**src/rtl/ad9958_pkg.sv**
```systemverilog
// Shared definitions for the AD9958 register sequencers: register map,
// instruction byte layout, sequencer state encoding and frame helpers.
package ad9958_pkg;

   // AD9958 register addresses
   localparam logic [4:0] ADDR_CSR   = 5'h00;
   localparam logic [4:0] ADDR_FR1   = 5'h01;
   localparam logic [4:0] ADDR_FR2   = 5'h02;
   localparam logic [4:0] ADDR_CFR   = 5'h03;
   localparam logic [4:0] ADDR_CFTW0 = 5'h04;
   localparam logic [4:0] ADDR_CPOW0 = 5'h05;
   localparam logic [4:0] ADDR_ACR   = 5'h06;
   localparam logic [4:0] ADDR_LSRR  = 5'h07;
   localparam logic [4:0] ADDR_RDW   = 5'h08;
   localparam logic [4:0] ADDR_FDW   = 5'h09;
   localparam logic [4:0] ADDR_CW1   = 5'h0A;
   localparam logic [4:0] ADDR_CW15  = 5'h18;

   // Instruction byte: bit 7 selects read (1) or write (0), bits 4:0 address
   localparam int         INSTR_RW_BIT = 7;
   localparam logic       INSTR_WRITE  = 1'b0;

   // Sequencer states; encoding is visible on the debug state output
   typedef enum logic [2:0] {
      S_IDLE      = 3'd0,
      S_LOAD      = 3'd1,
      S_TRIG      = 3'd2,
      S_WAIT_BUSY = 3'd3,
      S_WAIT_DONE = 3'd4,
      S_GAP       = 3'd5,
      S_IOUPD     = 3'd6,
      S_FIN       = 3'd7
   } state_t;

   // Write instruction byte for a register address
   function automatic logic [7:0] write_instr(input logic [4:0] addr);
      logic [7:0] instr;
      instr               = {3'b000, addr};
      instr[INSTR_RW_BIT] = INSTR_WRITE;
      return instr;
   endfunction

   // Right-aligned SPI frame: instruction byte followed by the low len bytes
   function automatic logic [63:0] build_frame(input logic [4:0]  addr,
                                               input logic [31:0] data,
                                               input logic [2:0]  len);
      logic [7:0] instr;
      instr = write_instr(addr);
      case (len)
         3'd1:    return {48'd0, instr, data[7:0]};
         3'd2:    return {40'd0, instr, data[15:0]};
         3'd3:    return {32'd0, instr, data[23:0]};
         3'd4:    return {24'd0, instr, data[31:0]};
         default: return 64'd0;
      endcase
   endfunction

   // Nibble count for a frame of len payload bytes plus the instruction
   function automatic logic [4:0] packs_for_len(input logic [2:0] len);
      logic [4:0] bytes;
      bytes = {2'b00, len} + 5'd1;
      return bytes << 1;
   endfunction

endpackage

```
**src/rtl/ad9958_reg_len.sv**
```systemverilog
// Address to register-length lookup for the AD9958 register map.
// Addresses above the last channel word are reported as invalid.
module ad9958_reg_len
   import ad9958_pkg::*;
(
   input  logic [4:0] addr,
   output logic       valid,
   output logic [2:0] len
);

   // Register length in bytes by address
   always_comb begin
      valid = 1'b1;
      len   = 3'd4;
      case (addr)
         ADDR_CSR:   len = 3'd1;
         ADDR_FR1:   len = 3'd3;
         ADDR_FR2:   len = 3'd2;
         ADDR_CFR:   len = 3'd3;
         ADDR_CFTW0: len = 3'd4;
         ADDR_CPOW0: len = 3'd2;
         ADDR_ACR:   len = 3'd3;
         ADDR_LSRR:  len = 3'd2;
         default: begin
            if (addr > ADDR_CW15) begin
               valid = 1'b0;
               len   = 3'd0;
            end
         end
      endcase
   end

endmodule

```
**src/rtl/ad9958_write_sequencer.sv**
```systemverilog
// AD9958 register-write sequencer. Takes one command at a time, builds the
// SPI frame for four_bit_spi, triggers it, waits for completion and can
// follow up with an IO_UPDATE pulse.
//
// Handshake: a command transfers on a clock where req_valid & req_ready are
// both high; req_ready is high only while idle and req_valid is ignored
// otherwise, so the command fields need only be stable on that clock.
module ad9958_write_sequencer
   import ad9958_pkg::*;
#(
   parameter int GAP_CYCLES   = 2,
   parameter int IOUPD_CYCLES = 4,
   parameter int BUSY_TIMEOUT = 15
) (
   input  logic        clock,
   input  logic        reset_n,
   input  logic        req_valid,
   output logic        req_ready,
   input  logic [4:0]  req_addr,
   input  logic [31:0] req_data,
   input  logic        req_io_update,
   output logic        spi_trigger,
   input  logic        spi_busy,
   output logic [4:0]  spi_packs,
   output logic [63:0] spi_data,
   output logic        io_update,
   output logic        done,
   output logic        err_addr,
   output logic        err_timeout,
   output logic [2:0]  dbg_state
);

   state_t      state_q, state_d;
   logic [7:0]  cnt_q, cnt_d;
   logic [63:0] spi_data_q, spi_data_d;
   logic [4:0]  spi_packs_q, spi_packs_d;
   logic        upd_flag_q, upd_flag_d;
   logic        req_ready_q, req_ready_d;
   logic        spi_trigger_q, spi_trigger_d;
   logic        io_update_q, io_update_d;
   logic        done_q, done_d;
   logic        err_addr_q, err_addr_d;
   logic        err_timeout_q, err_timeout_d;

   logic        addr_valid;
   logic [2:0]  addr_len;
   logic        accept;

   ad9958_reg_len u_reg_len (
      .addr  (req_addr),
      .valid (addr_valid),
      .len   (addr_len)
   );

   assign accept = req_valid & req_ready_q;

   // Next state, frame capture, shared counter and registered-output values
   always_comb begin
      state_d       = state_q;
      spi_data_d    = spi_data_q;
      spi_packs_d   = spi_packs_q;
      upd_flag_d    = upd_flag_q;
      err_addr_d    = 1'b0;
      err_timeout_d = 1'b0;

      case (state_q)
         S_IDLE: begin
            if (accept) begin
               if (addr_valid) begin
                  state_d     = S_LOAD;
                  spi_data_d  = build_frame(req_addr, req_data, addr_len);
                  spi_packs_d = packs_for_len(addr_len);
                  upd_flag_d  = req_io_update;
               end else begin
                  err_addr_d = 1'b1;
               end
            end
         end
         // Hold off the trigger while the engine still reports busy
         S_LOAD: if (!spi_busy) state_d = S_TRIG;
         S_TRIG: state_d = S_WAIT_BUSY;
         S_WAIT_BUSY: begin
            if (spi_busy) begin
               state_d = S_WAIT_DONE;
            end else if (cnt_q == 8'(BUSY_TIMEOUT - 1)) begin
               state_d       = S_IDLE;
               err_timeout_d = 1'b1;
            end
         end
         S_WAIT_DONE: if (!spi_busy) state_d = S_GAP;
         S_GAP: begin
            if (cnt_q == 8'(GAP_CYCLES - 1)) begin
               state_d = upd_flag_q ? S_IOUPD : S_FIN;
            end
         end
         S_IOUPD: if (cnt_q == 8'(IOUPD_CYCLES - 1)) state_d = S_FIN;
         S_FIN:   state_d = S_IDLE;
         default: state_d = S_IDLE;
      endcase

      // One counter serves timeout, gap and pulse width; restarts on entry
      if (state_d != state_q || state_q == S_IDLE) begin
         cnt_d = 8'd0;
      end else begin
         cnt_d = cnt_q + 8'd1;
      end

      req_ready_d   = (state_d == S_IDLE);
      spi_trigger_d = (state_d == S_TRIG);
      io_update_d   = (state_d == S_IOUPD);
      done_d        = (state_d == S_FIN);
   end

   // State and output registers with synchronous active-low reset
   always_ff @(posedge clock) begin
      if (!reset_n) begin
         state_q       <= S_IDLE;
         cnt_q         <= 8'd0;
         spi_data_q    <= 64'd0;
         spi_packs_q   <= 5'd0;
         upd_flag_q    <= 1'b0;
         req_ready_q   <= 1'b0;
         spi_trigger_q <= 1'b0;
         io_update_q   <= 1'b0;
         done_q        <= 1'b0;
         err_addr_q    <= 1'b0;
         err_timeout_q <= 1'b0;
      end else begin
         state_q       <= state_d;
         cnt_q         <= cnt_d;
         spi_data_q    <= spi_data_d;
         spi_packs_q   <= spi_packs_d;
         upd_flag_q    <= upd_flag_d;
         req_ready_q   <= req_ready_d;
         spi_trigger_q <= spi_trigger_d;
         io_update_q   <= io_update_d;
         done_q        <= done_d;
         err_addr_q    <= err_addr_d;
         err_timeout_q <= err_timeout_d;
      end
   end

   assign req_ready   = req_ready_q;
   assign spi_trigger = spi_trigger_q;
   assign spi_packs   = spi_packs_q;
   assign spi_data    = spi_data_q;
   assign io_update   = io_update_q;
   assign done        = done_q;
   assign err_addr    = err_addr_q;
   assign err_timeout = err_timeout_q;
   assign dbg_state   = state_q;

endmodule

```
**config.mk**
```make
export PLATFORM = sky130hd
export DESIGN_NAME = ad9958_write_sequencer
export DESIGN_NICKNAME = d
export VERILOG_FILES = /design/src/rtl/ad9958_pkg.sv /design/src/rtl/ad9958_reg_len.sv /design/src/rtl/ad9958_write_sequencer.sv
export SDC_FILE = /design/constraint.sdc
export NUM_CORES = 1
export LEC_CHECK = 0
export CAP_MARGIN = 10
export CORE_AREA = 4 4 102 104
export CTS_CLUSTER_DIAMETER = 120
export DETAILED_ROUTE_END_ITERATION = 12
export DIE_AREA = 0 0 106 108
export SYNTH_ARGS = -nofsm -noshare
export SYNTH_HDL_FRONTEND = slang
export SYNTH_SLANG_ARGS = --single-unit
```
**constraint.sdc**
```tcl
create_clock -name clock -period 4.01 [get_ports clock]
set_input_delay 1.203 -clock clock [delete_from_list [all_inputs] [get_ports clock]]
set_output_delay 1.203 -clock clock [all_outputs]
set_load 0.01 [all_outputs]
```
## After elaboration in Yosys (flattened, before gate mapping)

Cells that the tools add are included.

| word-level totals | value |
|---|---|
| register bits after elaboration | 86 |
| bits of input ports | 42 |

| cells by class | value |
|---|---|
| add/subtract/negate cells | 2 |
| order comparisons | 1 |
| equal/unequal tests | 25 |
| multiplexer cells | 17 |
| bitwise operators | 3 |
| reductions and logical operators | 11 |

Operators by type and width:

| cell | count |
|---|---|
| case mux 37 bit (4 select lines) | 1 |
| 2-to-1 mux 3 bit | 9 |
| case mux 3 bit (8 select lines) | 1 |
| equality test 3 bit, second input constant | 7 |
| equality test 5 x 3 -> 1 bit, second input constant | 4 |
| equality test 3 x 2 -> 1 bit, second input constant | 5 |
| case mux 3 bit (4 select lines) | 1 |
| equality test 5 x 2 -> 1 bit, second input constant | 2 |
| OR reduction 3 bit | 3 |
| adder 8 x 1 -> 8 bit, second input constant | 1 |
| equality test 8 x 1 -> 1 bit, second input constant | 1 |
| equality test 8 x 2 -> 1 bit, second input constant | 1 |
| equality test 8 x 4 -> 1 bit, second input constant | 1 |
| OR reduction 8 bit | 1 |
| equality test 3 x 1 -> 1 bit, second input constant | 2 |
| logical NOT 3 bit | 2 |
| AND reduction 3 bit | 2 |
| equality test 5 x 1 -> 1 bit, second input constant | 1 |
| greater-than comparator 5 bit, second input constant | 1 |
| logical NOT 5 bit | 1 |
| 2-to-1 mux 1 bit | 5 |
| adder 3 x 1 -> 4 bit, second input constant | 1 |
| inequality test 3 bit | 1 |
| NOT 1 bit | 2 |
| 3 further kinds | 3 |

## Logic depth before layout (Yosys ltp)

| depth | value |
|---|---|
| depth after elaboration | 9 |
| depth in mapped cells | 10 |
| depth with buffers taken out | 9 |

## By module

From an unflattened synthesis, not the netlist that was laid out.

| unflattened totals | value |
|---|---|
| cell total of the unflattened synthesis | 315 |
| area, all modules | 2956.6 um2 |

By module, submodules not included:

| module | instances | cells each | area each (um2) |
|---|---|---|---|
| ad9958_write_sequencer | 1 | 305 | 2894.0 |
| ad9958_reg_len | 1 | 10 | 62.6 |

## Least setup slack after synthesis

Ideal clock, no wire load.

| path | value |
|---|---|
| path kind | input port to flip-flop |
| start | input port req_addr[2] |
| end | register spi_data_q[23] (netlist: spi_data[23]) |
| arrival time | 2.943 ns |
| required time | 3.940 ns |
| setup slack | 0.997 ns |
| stages | 8 |
| buffers on the path | 2 |
| cells stage by stage | clkbuf_1 -> xor2_1 -> a21oi_1 -> ha_1 -> o21bai_1 -> clkbuf_1 -> nand3_1 -> a21oi_1 |

| between the ends | value |
|---|---|
| word-level cells in the longest chain between the ends | 5 |
| elaborated cells between the ends (all ways) | 22 |

Ends and longest elaborated chain:

| item | RTL line | text |
|---|---|---|
| start, declared | ad9958_write_sequencer.sv:19 | `input logic [4:0] req_addr,` |
| greater-than comparator 5 bit, or another cell as far along | ad9958_reg_len.sv:25 | `if (addr > ADDR_CW15) begin` |
| 2-to-1 mux 3 bit or OR reduction 3 bit (tied branches) | - |  |
| case mux 3 bit (4 select lines) | ad9958_reg_len.sv:15 | `case (addr)` |
| equality test 3 bit, or another cell as far along | ad9958_pkg.sv:49 | `case (len)` |
| case mux 37 bit (4 select lines) | ad9958_pkg.sv:49 |  |
| end signal, assigned | ad9958_write_sequencer.sv:131 | `spi_data_q <= spi_data_d;` |
| end, declared | ad9958_write_sequencer.sv:35 | `logic [63:0] spi_data_q, spi_data_d;` |

Several ways; a longest one is shown, not always the timed one.
A chain may end at the register's enable or synchronous reset.

## Worst setup path in the final report

| path | value |
|---|---|
| start | input port req_addr[0] |
| end | register spi_data_q[12] (netlist: spi_data[12]) |

The elaborated chain is that of the path after synthesis.

==> impl_metrics.py <==
metrics = {
    "status": {
        "status": "finished, final reports clean",
    },
    "timing": {
        "final_max_slew_viol_count": 0,
        "worstMarginPinSlew_ps": 698.7,
        "max_freq_mhz": 288.4,
        "hold_viol": 0,
        "setup_tns_ps": 0,
        "slew_headroom": 0.5342,
        "rsz0062_at_grt": "no",
        "fin_hold_ws_ps": 451.1,
        "period_minus_slack_ps": 3467,
        "fin_skew_ps": 10.16,
        "setup_viol": 0,
        "finalCritPeriodShare": 0.8647,
    },
    "cells_and_area": {
        "num_antenna_cells": 0,
        "nets": 455,
        "syn_to_final_growth_pct": 43.82,
        "multi_input_area_mm2": 0.001388,
        "final_layout_size_suffix_gt1_frac": 0.08537,
        "seqCellArea_mm2": 0.001181,
        "n_fill_cell": 952,
    },
    "clock_tree": {
        "htree_num_levels": 3,
        "cts_buffers": 9,
        "root_buffer": "clkbuf_8",
        "cts_tree": "yes",
        "clkTransAtPathRegs_ps": 70,
        "cts_resized": 0,
        "post_cts_buffers": 0,
        "clk_latency_ps": 340,
        "cts.sinks": 59,
        "clockBufferDepth": 2,
        "postCtsHoldBufs": 0,
    },
    "global_routing": {
        "grt_first_pass_wirelength_um": 12340,
        "grt_max_degree": 28,
        "grt_pass1_vias": 2450,
        "antenna_found_initial": 0,
        "gr-total-overflow": 0,
        "track_usage": 0.1375,
    },
    "setup_path": {
        "endpoint_kind": "flop",
        "slowest_delay_ps": 560,
        "critical_path_arrival_ps": 3700,
        "cpMaxStageDelayCell": "clkdlybuf4s50_1",
        "critPathMaxFanout": 8,
        "cp-start-kind": "input pin",
        "cp_cell_sequence": "clkdlybuf4s50_1 > o21ai_0 > inv_1 > ha_1 > ha_1 > o21bai_1 > or2_1 > a32o_1",
        "crit_top_cell": "ha_1",
        "path_class": "input pin to flop",
        "required_ps": 4240,
    },
    "yosys": {
        "synthesis.area_mm2": 0.002784,
        "yosysWarnings": 0,
        "ys_seq_area_frac": 0.4243,
        "synth_top_area_cell": "dfxtp_1",
        "synth_edf_count": 0,
        "synth_seq_cells": 59,
        "post_synth_num_cell_types": 47,
        "async_flop_share": 0,
        "synth.top_cell.area_share": 0.4243,
        "ys_top_cells_by_area": "dfxtp_1 (42%), buf_4 (7.6%), ha_1 (3.6%)",
        "synth_flop_cell": "dfxtp_1",
        "avgSynthCellArea_um2": 8.866,
        "syn_inst": 314,
    },
    "drt": {
        "drc": 0,
        "drtIter0Drc": 101,
        "drt_pass1_iterations": 4,
        "vias_per_cell": 4.735,
        "vias": 2571,
        "ant_nets": 0,
        "wl_per_cell_um": 14.13,
        "wl_um": 7671,
    },
    "floorplan": {
        "fp.dieW_um": 106,
        "rows": 36,
        "core_area_mm2": 0.009549,
        "initial_core_util": 0.2915,
        "dieArea_mm2": 0.01145,
        "die_h_um": 108,
        "ios": 120,
    },
    "power": {
        "switchingPower_uw": 363.9,
        "ir_drop_v": 0.0001856,
        "switching_share": 0.2402,
        "power.internal_uw": 1151,
        "pwr-share-clk": 0.435,
        "powerDensity_mw_per_mm2": 378.3,
        "p_leak_uw": 0.001532,
        "sequentialPowerShare": 0.411,
        "p_comb_frac": 0.154,
    },
    "placement": {
        "place_congestion": 0.7980,
        "dpl.hpwl_um": 5696,
        "place.port_buffers": 91,
    },
    "min_path": {
        "min_path_type": "flop to flop",
    },
    "flow_run": {
        "maxCapViolCount": 0,
    },
}
-- cell families after synthesis --
kind of cell	after synthesis	synth area share
AO/OA/AOI/OAI	73	0.1978
XOR/XNOR	8	0.02517
adder cells (fa/ha/maj)	8	0.03596
buffers and inverters	57	0.1155
flip-flops	59	0.4243
multiplexers	1	0.003596
other	1	0.001347
AND/OR/NAND/NOR	107	0.1964
-- state kept, by name, summed over array words and instances, names as in the netlist --
register,flops
spi_data,37
cnt_q,8
spi_packs,4
dbg_state,3
done,1
err_addr,1
err_timeout,1
io_update,1
req_ready,1
spi_trigger,1
upd_flag_q,1
-- metal layers --
metal / track usage / up-vias / share of wire
met3: 0.05313 / 19 / 0.072
met1: 0.1710 / 1197 / 0.45
met5: 0 / - / 0
li1: - / 1256 / -
met2: 0.2026 / 99 / 0.45
met4: 0.08048 / 0 / 0.031
-- final timing paths --
check / startpoint / end / slack, ps / cells past startpoint
hold / removal: spi_data[23] / spi_data[23] / 450 / 2
hold reg to reg: spi_data[23] / spi_data[23] / 450 / 2
setup / recovery: req_addr[0] / spi_data[12] / 540 / 8
setup reg to reg: cnt_q[5] / cnt_q[4] / 1650 / 5
-- placed cells by master (no fill, tap or decap), types with 3 or more instances in the layout --
master	netlist	routed
clkdlybuf4s50_1	0	91
dfxtp_1	59	59
conb_1	1	28
nor2_1	26	26
nand2_1	24	24
a21oi_1	18	18
nand3_1	16	16
o21ai_0	15	15
buf_4	28	12
a221oi_1	11	11
a22o_1	11	11
clkbuf_8	0	10
nor4_1	8	8
ha_1	8	8
inv_1	7	7
and3_1	7	7
xor2_1	6	6
a32o_1	5	5
nand4_1	4	4
nor3_1	4	3
or3_1	3	3
and2_1	3	3
bufinv_16	0	3
-- synth_stat cells (2+ instances only) --
library cell	n
dfxtp_1	59
buf_4	28
nor2_1	26
nand2_1	24
clkbuf_1	19
a21oi_1	18
nand3_1	16
o21ai_0	15
a221oi_1	11
a22o_1	11
ha_1	8
nor4_1	8
and3_1	7
inv_1	7
xor2_1	6
a32o_1	5
nand4_1	4
nor3_1	4
and2_1	3
or3_1	3
a211oi_1	2
buf_2	2
nand3b_1	2
o21bai_1	2
xnor2_1	2
-- cell type report --
cell class | instances | share of cell area
multi-input combinational | 225 | 0.3466
sequential | 59 | 0.2950
timing repair buffer | 103 | 0.2500
tap | 133 | 0.04156
clock buffer | 11 | 0.03531
clock inverter | 5 | 0.02500
inverter | 7 | 0.006563
-- critical path, delay by kind of cell --
family | cells | cell delay (ps)
AOI/OAI and AO/OA | 3 | 950
adders and majority gates | 2 | 490
buffers and inverters | 2 | 690
and+or+nand+nor | 1 | 370
-- power groups by stage --
stage	Sequential, µW	Combinational, µW	Clock (µW)
2_1_floorplan	643	121	0
3_3_place_gp	636	232	0
3_5_place_dp	636	233	0
4_1_cts	623	234	677
5_1_grt	625	257	702
6_report	623	233	659
-- per-stage QoR --
| stage | util | area (µm²) | cells | worst slack, ps | power [µW] |
|---|---|---|---|---|---|
| floorplan | - | 2885 | 341 | 996.6 | 764.4 |
| global placement | 0.3940 | 3762 | 527 | 353.8 | 867.3 |
| detailed placement | 0.3940 | 3762 | 527 | 217.7 | 868.9 |
| CTS | 0.4193 | 4004 | 543 | 577.1 | 1534 |
| global route | 0.4193 | 4004 | 543 | 414.2 | 1584 |
| finish | 0.4193 | 4004 | 543 | 542.7 | 1515 |
(Power assumes the default switching activity.)
